`src/rtl/operand_forward_unit.sv`:
```
// operand_forward_unit
//
// Resolves read-after-write hazards for the two source operands of the
// instruction leaving ID and registers them at the ID->EX boundary.
//
// Operand sources, highest priority first:
//   rsN == x0          -> zero
//   EX-stage producer  -> "pending" flag; value is picked up next cycle from
//                         the MA result bus, where the producer will then be
//   MA-stage producer  -> i_ma_result
//   WB-stage write     -> i_wb_data (regfile write is synchronous, so the
//                         async read port still shows the stale value)
//   otherwise          -> regfile async read data
//
// An EX-stage load feeding the ID instruction cannot be forwarded in time.
// This is flagged on o_load_use_hazard, which is combinational, and a bubble
// is inserted into EX.
//
// Ports:
//   i_clk, i_rst            clock, synchronous active-high reset
//   i_stall                 global stall, all state holds
//   i_flush                 kill the instruction entering EX
//   i_id_*                  ID valid, source indices
//   i_rf_rs1/2_data         async regfile read data for the ID indices
//   i_ex_*                  EX-stage producer (valid, reg_write, is_load, rd)
//   i_ma_*                  MA-stage producer (valid, reg_write, rd, result)
//   i_wb_*                  WB write port (reg_write, rd, data)
//   o_ex_valid              valid instruction in EX
//   o_ex_rs1/2_data         resolved EX operands
//   o_load_use_hazard       ID must hold this cycle
//
// Optional build macro FWD_PERF_COUNTERS_EN adds two saturating 32-bit
// counters: o_fwd_event_count (accepted ID instructions that used a bypass)
// and o_load_use_count (unstalled load-use hazard cycles).

module operand_forward_unit #(
    parameter int unsigned XLEN       = 32,
    parameter int unsigned REG_ADDR_W = 5
) (
    input  logic                  i_clk,
    input  logic                  i_rst,
    input  logic                  i_stall,
    input  logic                  i_flush,

    input  logic                  i_id_valid,
    input  logic [REG_ADDR_W-1:0] i_id_rs1,
    input  logic [REG_ADDR_W-1:0] i_id_rs2,
    input  logic [XLEN-1:0]       i_rf_rs1_data,
    input  logic [XLEN-1:0]       i_rf_rs2_data,

    input  logic                  i_ex_valid,
    input  logic                  i_ex_reg_write,
    input  logic                  i_ex_is_load,
    input  logic [REG_ADDR_W-1:0] i_ex_rd,

    input  logic                  i_ma_valid,
    input  logic                  i_ma_reg_write,
    input  logic [REG_ADDR_W-1:0] i_ma_rd,
    input  logic [XLEN-1:0]       i_ma_result,

    input  logic                  i_wb_reg_write,
    input  logic [REG_ADDR_W-1:0] i_wb_rd,
    input  logic [XLEN-1:0]       i_wb_data,

    output logic                  o_ex_valid,
    output logic [XLEN-1:0]       o_ex_rs1_data,
    output logic [XLEN-1:0]       o_ex_rs2_data,
    output logic                  o_load_use_hazard
`ifdef FWD_PERF_COUNTERS_EN
    ,
    output logic [31:0]           o_fwd_event_count,
    output logic [31:0]           o_load_use_count
`endif
);

    // ------------------------------------------------------------------
    // Producer match detection
    // ------------------------------------------------------------------
    logic rs1_nz, rs2_nz;
    logic ex_hit1, ex_hit2;
    logic ma_hit1, ma_hit2;
    logic wb_hit1, wb_hit2;
    logic ex_writes, ma_writes;

    assign rs1_nz    = (i_id_rs1 != '0);
    assign rs2_nz    = (i_id_rs2 != '0);

    assign ex_writes = i_ex_valid & i_ex_reg_write;
    assign ma_writes = i_ma_valid & i_ma_reg_write;

    // Comparing against a nonzero rs also rules out rd == x0.
    assign ex_hit1 = ex_writes & (i_ex_rd == i_id_rs1) & rs1_nz;
    assign ex_hit2 = ex_writes & (i_ex_rd == i_id_rs2) & rs2_nz;
    assign ma_hit1 = ma_writes & (i_ma_rd == i_id_rs1) & rs1_nz;
    assign ma_hit2 = ma_writes & (i_ma_rd == i_id_rs2) & rs2_nz;
    assign wb_hit1 = i_wb_reg_write & (i_wb_rd == i_id_rs1) & rs1_nz;
    assign wb_hit2 = i_wb_reg_write & (i_wb_rd == i_id_rs2) & rs2_nz;

    // ------------------------------------------------------------------
    // Load-use hazard (independent of stall)
    // ------------------------------------------------------------------
    logic load_use;

    assign load_use          = i_id_valid & i_ex_is_load & (ex_hit1 | ex_hit2);
    assign o_load_use_hazard = load_use;

    // ------------------------------------------------------------------
    // ID-cycle operand selection
    // ------------------------------------------------------------------
    logic            sel_pend1, sel_pend2;
    logic [XLEN-1:0] sel_data1, sel_data2;

    always_comb begin
        sel_pend1 = 1'b0;
        sel_data1 = i_rf_rs1_data;
        if (!rs1_nz) begin
            sel_data1 = '0;
        end else if (ex_hit1) begin
            // Youngest producer wins; value arrives on the MA bus next cycle.
            sel_pend1 = 1'b1;
            sel_data1 = '0;
        end else if (ma_hit1) begin
            sel_data1 = i_ma_result;
        end else if (wb_hit1) begin
            sel_data1 = i_wb_data;
        end
    end

    always_comb begin
        sel_pend2 = 1'b0;
        sel_data2 = i_rf_rs2_data;
        if (!rs2_nz) begin
            sel_data2 = '0;
        end else if (ex_hit2) begin
            sel_pend2 = 1'b1;
            sel_data2 = '0;
        end else if (ma_hit2) begin
            sel_data2 = i_ma_result;
        end else if (wb_hit2) begin
            sel_data2 = i_wb_data;
        end
    end

    // ------------------------------------------------------------------
    // ID->EX pipeline register
    // ------------------------------------------------------------------
    logic            ex_valid_q, ex_valid_d;
    logic            pend1_q, pend1_d;
    logic            pend2_q, pend2_d;
    logic [XLEN-1:0] data1_q, data1_d;
    logic [XLEN-1:0] data2_q, data2_d;

    always_comb begin
        ex_valid_d = ex_valid_q;
        pend1_d    = pend1_q;
        pend2_d    = pend2_q;
        data1_d    = data1_q;
        data2_d    = data2_q;
        if (i_stall) begin
            // Hold: the MA producer is frozen too, so pending forwards stay valid.
        end else if (i_flush || load_use) begin
            // Bubble; captured data is irrelevant and simply held.
            ex_valid_d = 1'b0;
            pend1_d    = 1'b0;
            pend2_d    = 1'b0;
        end else begin
            ex_valid_d = i_id_valid;
            pend1_d    = sel_pend1;
            pend2_d    = sel_pend2;
            data1_d    = sel_data1;
            data2_d    = sel_data2;
        end
    end

    always_ff @(posedge i_clk) begin
        if (i_rst) begin
            ex_valid_q <= 1'b0;
            pend1_q    <= 1'b0;
            pend2_q    <= 1'b0;
            data1_q    <= '0;
            data2_q    <= '0;
        end else begin
            ex_valid_q <= ex_valid_d;
            pend1_q    <= pend1_d;
            pend2_q    <= pend2_d;
            data1_q    <= data1_d;
            data2_q    <= data2_d;
        end
    end

    // ------------------------------------------------------------------
    // EX-cycle outputs: the EX producer seen last cycle is now in MA.
    // ------------------------------------------------------------------
    assign o_ex_valid    = ex_valid_q;
    assign o_ex_rs1_data = pend1_q ? i_ma_result : data1_q;
    assign o_ex_rs2_data = pend2_q ? i_ma_result : data2_q;

`ifdef FWD_PERF_COUNTERS_EN
    // ------------------------------------------------------------------
    // Saturating performance counters
    // ------------------------------------------------------------------
    logic        fwd_event;
    logic        lu_event;
    logic [31:0] fwd_cnt_q, fwd_cnt_d;
    logic [31:0] lu_cnt_q, lu_cnt_d;

    assign fwd_event = ~i_stall & i_id_valid & ~load_use & ~i_flush &
                       (ex_hit1 | ma_hit1 | wb_hit1 | ex_hit2 | ma_hit2 | wb_hit2);
    assign lu_event  = load_use & ~i_stall;

    always_comb begin
        fwd_cnt_d = fwd_cnt_q;
        lu_cnt_d  = lu_cnt_q;
        if (fwd_event && (fwd_cnt_q != 32'hFFFF_FFFF)) begin
            fwd_cnt_d = fwd_cnt_q + 32'd1;
        end
        if (lu_event && (lu_cnt_q != 32'hFFFF_FFFF)) begin
            lu_cnt_d = lu_cnt_q + 32'd1;
        end
    end

    always_ff @(posedge i_clk) begin
        if (i_rst) begin
            fwd_cnt_q <= '0;
            lu_cnt_q  <= '0;
        end else begin
            fwd_cnt_q <= fwd_cnt_d;
            lu_cnt_q  <= lu_cnt_d;
        end
    end

    assign o_fwd_event_count = fwd_cnt_q;
    assign o_load_use_count  = lu_cnt_q;
`endif

endmodule

```
`config.mk`:
```
export PLATFORM = sky130hd
export DESIGN_NAME = operand_forward_unit
export DESIGN_NICKNAME = d
export VERILOG_FILES = /design/src/rtl/operand_forward_unit.sv
export SDC_FILE = /design/constraint.sdc
export NUM_CORES = 1
export LEC_CHECK = 0
export ABC_AREA = 1
export CAP_MARGIN = 20
export CORE_MARGIN = 4
export CORE_UTILIZATION = 41
export DETAILED_ROUTE_END_ITERATION = 10
export HOLD_SLACK_MARGIN = 0.08
export PLACE_DENSITY = 0.79
export SLEW_MARGIN = 25
export SYNTH_ARGS = -nofsm -noshare
export SYNTH_HDL_FRONTEND = slang
export SYNTH_SLANG_ARGS = --single-unit
export TNS_END_PERCENT = 50
```
`constraint.sdc`:
```
create_clock -name i_clk -period 1.5 [get_ports i_clk]
set_input_delay 0.3 -clock i_clk [delete_from_list [all_inputs] [get_ports i_clk]]
set_output_delay 0.3 -clock i_clk [all_outputs]
set_load 0.02 [all_outputs]
```
==> impl_metrics.json, run 1 <==
{
  "final_layout_size_suffix_gt1_share_pct": 33.0,
  "synth_xor_area_share_pct": 1.05,
  "status": "finished with violations",
  "cp-start-kind": "register",
  "p_per_area_mw_per_mm2": 592,
  "min_path_type": "in2reg",
  "synthToLayoutAreaGrowth_pct": 81.7,
  "pin_count": 230,
  "p_total_mw": 6.30,
  "crit_start": "pend2_q",
  "fmax_ghz": 0.589,
  "synth.distinct_cells": 23,
  "timing.final.crit_share_pct": 113,
  "setup_viol": 65,
  "maxCapViolCount": 0,
  "drc_errors": 0,
  "critPathArrivalTime_ps": 1400,
  "synth-compound-area-share_pct": 12.9,
  "clk_pin_slew_ps": 60,
  "die_area_mm2": 0.0162,
  "dp_hpwl_um": 16600,
  "synthMuxAreaShare_pct": 0,
  "drt_iter0_markers": 953,
  "avgSynthCellArea_um2": 5.30,
  "synth-seq-cells": 67,
  "critical_path.slowest_cell": "dfxtp_4",
  "synthSimpleGateAreaFrac_pct": 49.0,
  "hold_violations": 0,
  "cts_tree": "yes",
  "synth_top_family_by_area": "simple AND/OR/NAND/NOR gates",
  "endpoint_kind": "output port",
  "io_buffers": 229,
  "globalRouteOverflowTotal": 0,
  "hp-start": "i_rst",
  "n_antenna_cell": 0,
  "synth_fa_ha_area_share_pct": 0,
  "cts.sinks": 67,
  "tightest_slew_ps": 336,
  "die_y_um": 127,
  "p_leak_nw": 4.88,
  "cts_max_path_buffers": 2,
  "worstPathRequired_ps": 1200,
  "via_per_inst": 5.51,
  "htreeDepth": 3,
  "place.gp.congestion": 0.886,
  "drt_wl_total_um": 28500,
  "cpLargestDelayFamily": "buffers and inverters",
  "syn_inst": 1104,
  "ys_seq_area_share_pct": 22.9,
  "worstPathMaxFanout": 28,
  "holdBufCountCts": 0,
  "cp_slowest_stage_delay_ps": 380,
  "layout.nets": 1526,
  "grt_pass1_vias": 7763,
  "worst-path-buf-inv": 2,
  "ant_nets": 0,
  "place_inst": 1499,
  "final-max-slew-violation-count": 0,
  "grt_pass1_wl_um": 39400,
  "yosys_warnings": 0,
  "root_buffer": "clkbuf_16",
  "path_class": "reg2out",
  "grt_max_degree": 68,
  "initial_utilization_pct": 42.0,
  "grt_usage_pct": 30.2,
  "timing.final.ws_setup_ps": -197,
  "rsz0062_at_grt": "yes",
  "min_period_ps": 1700,
  "skew_ps": 0,
  "antenna_found_initial": 0,
  "clock_latency_ps": 330,
  "core_region_area_mm2": 0.0139,
  "peakVddDrop_mv": 0.571,
  "cts-buffers-inserted": 9,
  "drtPass1Iterations": 8,
  "syn-num-nets": 1268,
  "die_w_um": 127,
  "violations": "setup timing",
  "instances_no_fill": 1547,
  "fp-row-count": 43,
  "fillCellCount": 1052,
  "reg2reg_from": "pend2_q",
  "wl_per_cell_um": 18.4,
  "synth_area_mm2": 0.00585,
  "slew_headroom_pct": 77.6,
  "num_vias": 8530,
  "path_cells": "buf_12 -> o21ai_0 -> buf_2"
}
-- state kept, by name (all words and copies together), names as in the netlist --
register	count
pend2_q	1
data2_q	32
o_ex_valid	1
pend1_q	1
data1_q	32
-- logic make-up after synthesis --
| family | after synthesis |
|---|---|
| buffers and inverters | 202 |
| AND/OR/NAND/NOR | 691 |
| flip-flops | 67 |
| AO/OA/AOI/OAI | 137 |
| XOR/XNOR | 7 |
-- stage by stage --
stage	setup slack [ps]	hold slack, ps	area, µm²	util [%]	TNS [ps]
floorplan	5.76	440	5870	-	0
global placement	-937	453	8770	62.9	-78190
detailed placement	-943	460	8770	62.9	-78870
CTS	-53.1	450	9560	68.6	-1270
global route	-337	465	10600	76.3	-7580
finish	-197	460	10600	76.3	-1930
-- area by class of cell --
cell class | count | area (µm²) | area share [%]
inverters | 128 | 519 | 4.88
clock inverters | 6 | 65.1 | 0.612
flip-flops and latches | 67 | 1350 | 12.7
well taps | 180 | 225 | 2.12
clock buffers | 10 | 239 | 2.25
repair buffers | 321 | 3620 | 34.0
multi-input cells | 835 | 4620 | 43.4
-- worst reg2reg max path, delay by kind of cell, from the launching register on --
family | cells | cell delay (ps)
AND/OR/NAND/NOR | 1 | 70
buffers and inverters | 1 | 190
AO/OA/AOI/OAI | 1 | 150
flip-flops | 1 | 400
-- cell usage after synthesis --
| cell | number | share of area (%) |
|---|---|---|
| buf_6 | 3 | 0.58 |
| buf_1 | 1 | 0.064 |
| buf_2 | 38 | 3.3 |
| inv_2 | 10 | 0.64 |
| nand3_1 | 171 | 15 |
| a21oi_1 | 54 | 4.6 |
| nor2_2 | 8 | 0.86 |
| nor2_4 | 1 | 0.19 |
| xnor2_1 | 4 | 0.60 |
| xor2_1 | 3 | 0.45 |
| dfxtp_1 | 67 | 23 |
| nor2_1 | 205 | 13 |
| o211ai_1 | 1 | 0.13 |
| nand2_2 | 1 | 0.11 |
| nand3_2 | 2 | 0.34 |
| nand2_4 | 1 | 0.19 |
| clkbuf_1 | 32 | 2.1 |
| nand2_1 | 298 | 19 |
| nand4_1 | 4 | 0.43 |
| inv_1 | 115 | 7.4 |
| a21oi_2 | 17 | 2.5 |
| o21ai_0 | 65 | 5.6 |
| clkinv_1 | 3 | 0.19 |
-- report_power, final --
part           internal (mW)  total [mW]  switching, mW  leakage (nW)
logic                   1.04        2.23           1.19          4.19
clock network           1.33        2.17          0.845         0.137
registers               1.86        1.89         0.0236         0.549
-- path summary, 6_finish.rpt --
| path | slack, ps | cells after the start | end |
|---|---|---|---|
| max reg2reg | 600 | 3 | pend2_q |
| min | 460 | 3 | data1_q[2] |
| max | -200 | 3 | o_ex_rs2_data[29] |
| min reg2reg | 510 | 2 | o_ex_valid |
-- cell usage in the layout (no fill, tap or decap), drive strengths merged --
master,count
nand2,300
nor2,214
buf,174
nand3,173
clkdlybuf4s50,131
inv,125
a21oi,71
dfxtp,67
o21ai,65
clkbuf,24
nand4,4
clkinvlp,4
xnor2,4
clkinv,4
xor2,3
dlygate4sd2,2
o211ai,1
bufinv,1
-- metal layers --
metal	vias to the layer above	track usage, %	share of wire (%)
met2	577	51.9	48
met4	0	12.2	4.8
met5	-	0	0
li1	3980	-	-
met1	3850	36.8	36
met3	123	5.98	11
-- what timing repair did --
item,4_1_cts,5_1_grt
pin swaps,44,136
setup buffers,13,9
gates resized for setup,646,289
endpoints found under the setup margin,133,131
gates cloned,11,7
Power figures use the tool's default switching activity.
==> run 2: changes to the inputs <==
--- a/constraint.sdc
+++ b/constraint.sdc
@@ -3,2 +3,2 @@
 set_output_delay 0.3 -clock i_clk [all_outputs]
-set_load 0.02 [all_outputs]
+set_load 0.01 [all_outputs]
==> impl_metrics.json, run 2 (synthesized netlist as in run 1, its figures left out) <==
{
  "status": "finished with violations",
  "violations": "setup timing",
  "pin_count": 230,
  "min_path_type": "in2reg",
  "critical_path.slowest_cell": "dfxtp_4",
  "cp-start-kind": "register",
  "peakVddDrop_mv": 0.526,
  "worstPathMaxFanout": 17,
  "p_int_mw": 4.34,
  "grt_pass1_wl_um": 40900,
  "min_period_ps": 1690,
  "initial_utilization_pct": 42.0,
  "grt_usage_pct": 31.3,
  "clock_latency_ps": 340,
  "fillCellCount": 911,
  "place.gp.congestion": 0.879,
  "p_leak_nw": 5.14,
  "globalRouteOverflowTotal": 0,
  "fp-row-count": 43,
  "grt_pass1_vias": 8232,
  "drt_wl_total_um": 33100,
  "p_per_area_mw_per_mm2": 574,
  "hold_violations": 0,
  "maxCapViolCount": 0,
  "final_area_mm2": 0.0112,
  "setup_viol": 128,
  "rsz0062_at_grt": "yes",
  "hold-worst-slack_ps": 451,
  "final_layout_size_suffix_gt1_share_pct": 36.4,
  "root_buffer": "clkbuf_16",
  "cp_slowest_stage_delay_ps": 450,
  "skew_ps": 0,
  "netSwitchingFraction_pct": 32.6,
  "grt_max_degree": 68,
  "die_area_mm2": 0.0162,
  "cpLargestDelayFamily": "flip-flops",
  "core_region_area_mm2": 0.0139,
  "fmax_ghz": 0.591,
  "clk_pin_slew_ps": 50,
  "synthToLayoutAreaGrowth_pct": 92.0,
  "cts-buffers-inserted": 9,
  "drtPass1Iterations": 8,
  "num_vias": 9173,
  "dp_hpwl_um": 16700,
  "endpoint_kind": "output port",
  "p_seq_share_pct": 29.4,
  "final-max-slew-violation-count": 0,
  "rrSetupSlack_ps": 490,
  "instances_no_fill": 1582,
  "antenna_found_initial": 1,
  "comb_power_share_pct": 36.3,
  "worstPathRequired_ps": 1200,
  "place_inst": 1504,
  "timing.final.ws_setup_ps": -193,
  "ant_nets": 0,
  "cts_max_path_buffers": 2,
  "cts.sinks": 67,
  "final_cell_mix": "nand2_1, nor2_1, nand3_1, clkdlybuf4s50_1, inv_1",
  "path_cells": "buf_16 -> nand2_2 -> o21ai_1 -> buf_2",
  "die_w_um": 127,
  "slew_headroom_pct": 76.0,
  "via_per_inst": 5.80,
  "cts_tree": "yes",
  "p_sw_mw": 2.10,
  "place_area_mm2": 0.00873,
  "pwr-share-clk_pct": 34.3,
  "htreeDepth": 3,
  "tightest_slew_ps": 356,
  "drc_errors": 0,
  "wl_per_cell_um": 20.9,
  "die_y_um": 127,
  "path_class": "reg2out",
  "layout.nets": 1561,
  "io_buffers": 229,
  "reg_top3": "data1_q (32), data2_q (32)",
  "critPathArrivalTime_ps": 1390,
  "worst-path-buf-inv": 2,
  "timing.final.crit_share_pct": 113,
  "drt_iter0_markers": 1099,
  "place_ws_ps": -865,
  "layout.cells.most_common": "nand2_1"
}
[run 2: final cells by class]
class | count | area, µm² | share of cell area (%)
Clock inverter | 2 | 35.0 | 0.312
Clock buffer | 13 | 260 | 2.32
Multi-Input combinational cell | 835 | 4850 | 43.2
Timing Repair Buffer | 356 | 4020 | 35.8
Inverter | 128 | 490 | 4.37
Tap cell | 180 | 225 | 2.01
Antenna cell | 1 | 2.50 | 0.0223
Sequential cell | 67 | 1350 | 12.0
[run 2: worst paths after layout]
kind | start | to | cells after the start
worst max-delay path | pend2_q | o_ex_rs2_data[12] | 4
worst min-delay path | i_rst | data2_q[31] | 3
worst max register to register | pend2_q | pend2_q | 3
worst min register to register | o_ex_valid | o_ex_valid | 2
[run 2: what timing repair did]
action | CTS | global route
buffers inserted | 18 | 23
hold buffers | 0 | 0
pin swaps | 40 | 131
gates cloned | 12 | 22
endpoints found under the setup margin | 133 | 128
resized for setup | 493 | 373
endpoints found under the hold margin | 0 | 0
[run 2: power groups by stage]
stage / clock (mW) / combinational (mW) / sequential [mW]
2_1_floorplan: 0 / 0.750 / 1.92
3_3_place_gp: 0 / 1.72 / 1.92
3_5_place_dp: 0 / 1.73 / 1.93
4_1_cts: 2.19 / 1.89 / 1.89
5_1_grt: 2.28 / 2.46 / 1.90
6_report: 2.21 / 2.34 / 1.89
[run 2: layer usage]
layer  vias to the layer above  GRT usage, %  share of wire [%]
met4                         0          15.5                7.6
li1                       4059             -                  -
met1                      4103          37.9                 35
met3                       244          6.94                 12
met2                       767          52.4                 46
met5                         -             0                  0
[run 2: tightest hold or removal path, cell delays in order]
cell and delay, ps:
buf_2 120, buf_12 210, nor2_1 110
[run 2: per-stage QoR]
| stage | util [%] | total power, mW | setup TNS (ps) |
|---|---|---|---|
| finish | 80.6 | 6.45 | -8430 |
| detailed placement | 62.7 | 3.66 | -72930 |
| global placement | 62.7 | 3.65 | -72410 |
| global route | 80.6 | 6.64 | -14220 |
| floorplan | - | 2.67 | 0 |
| CTS | 68.8 | 5.97 | -4180 |
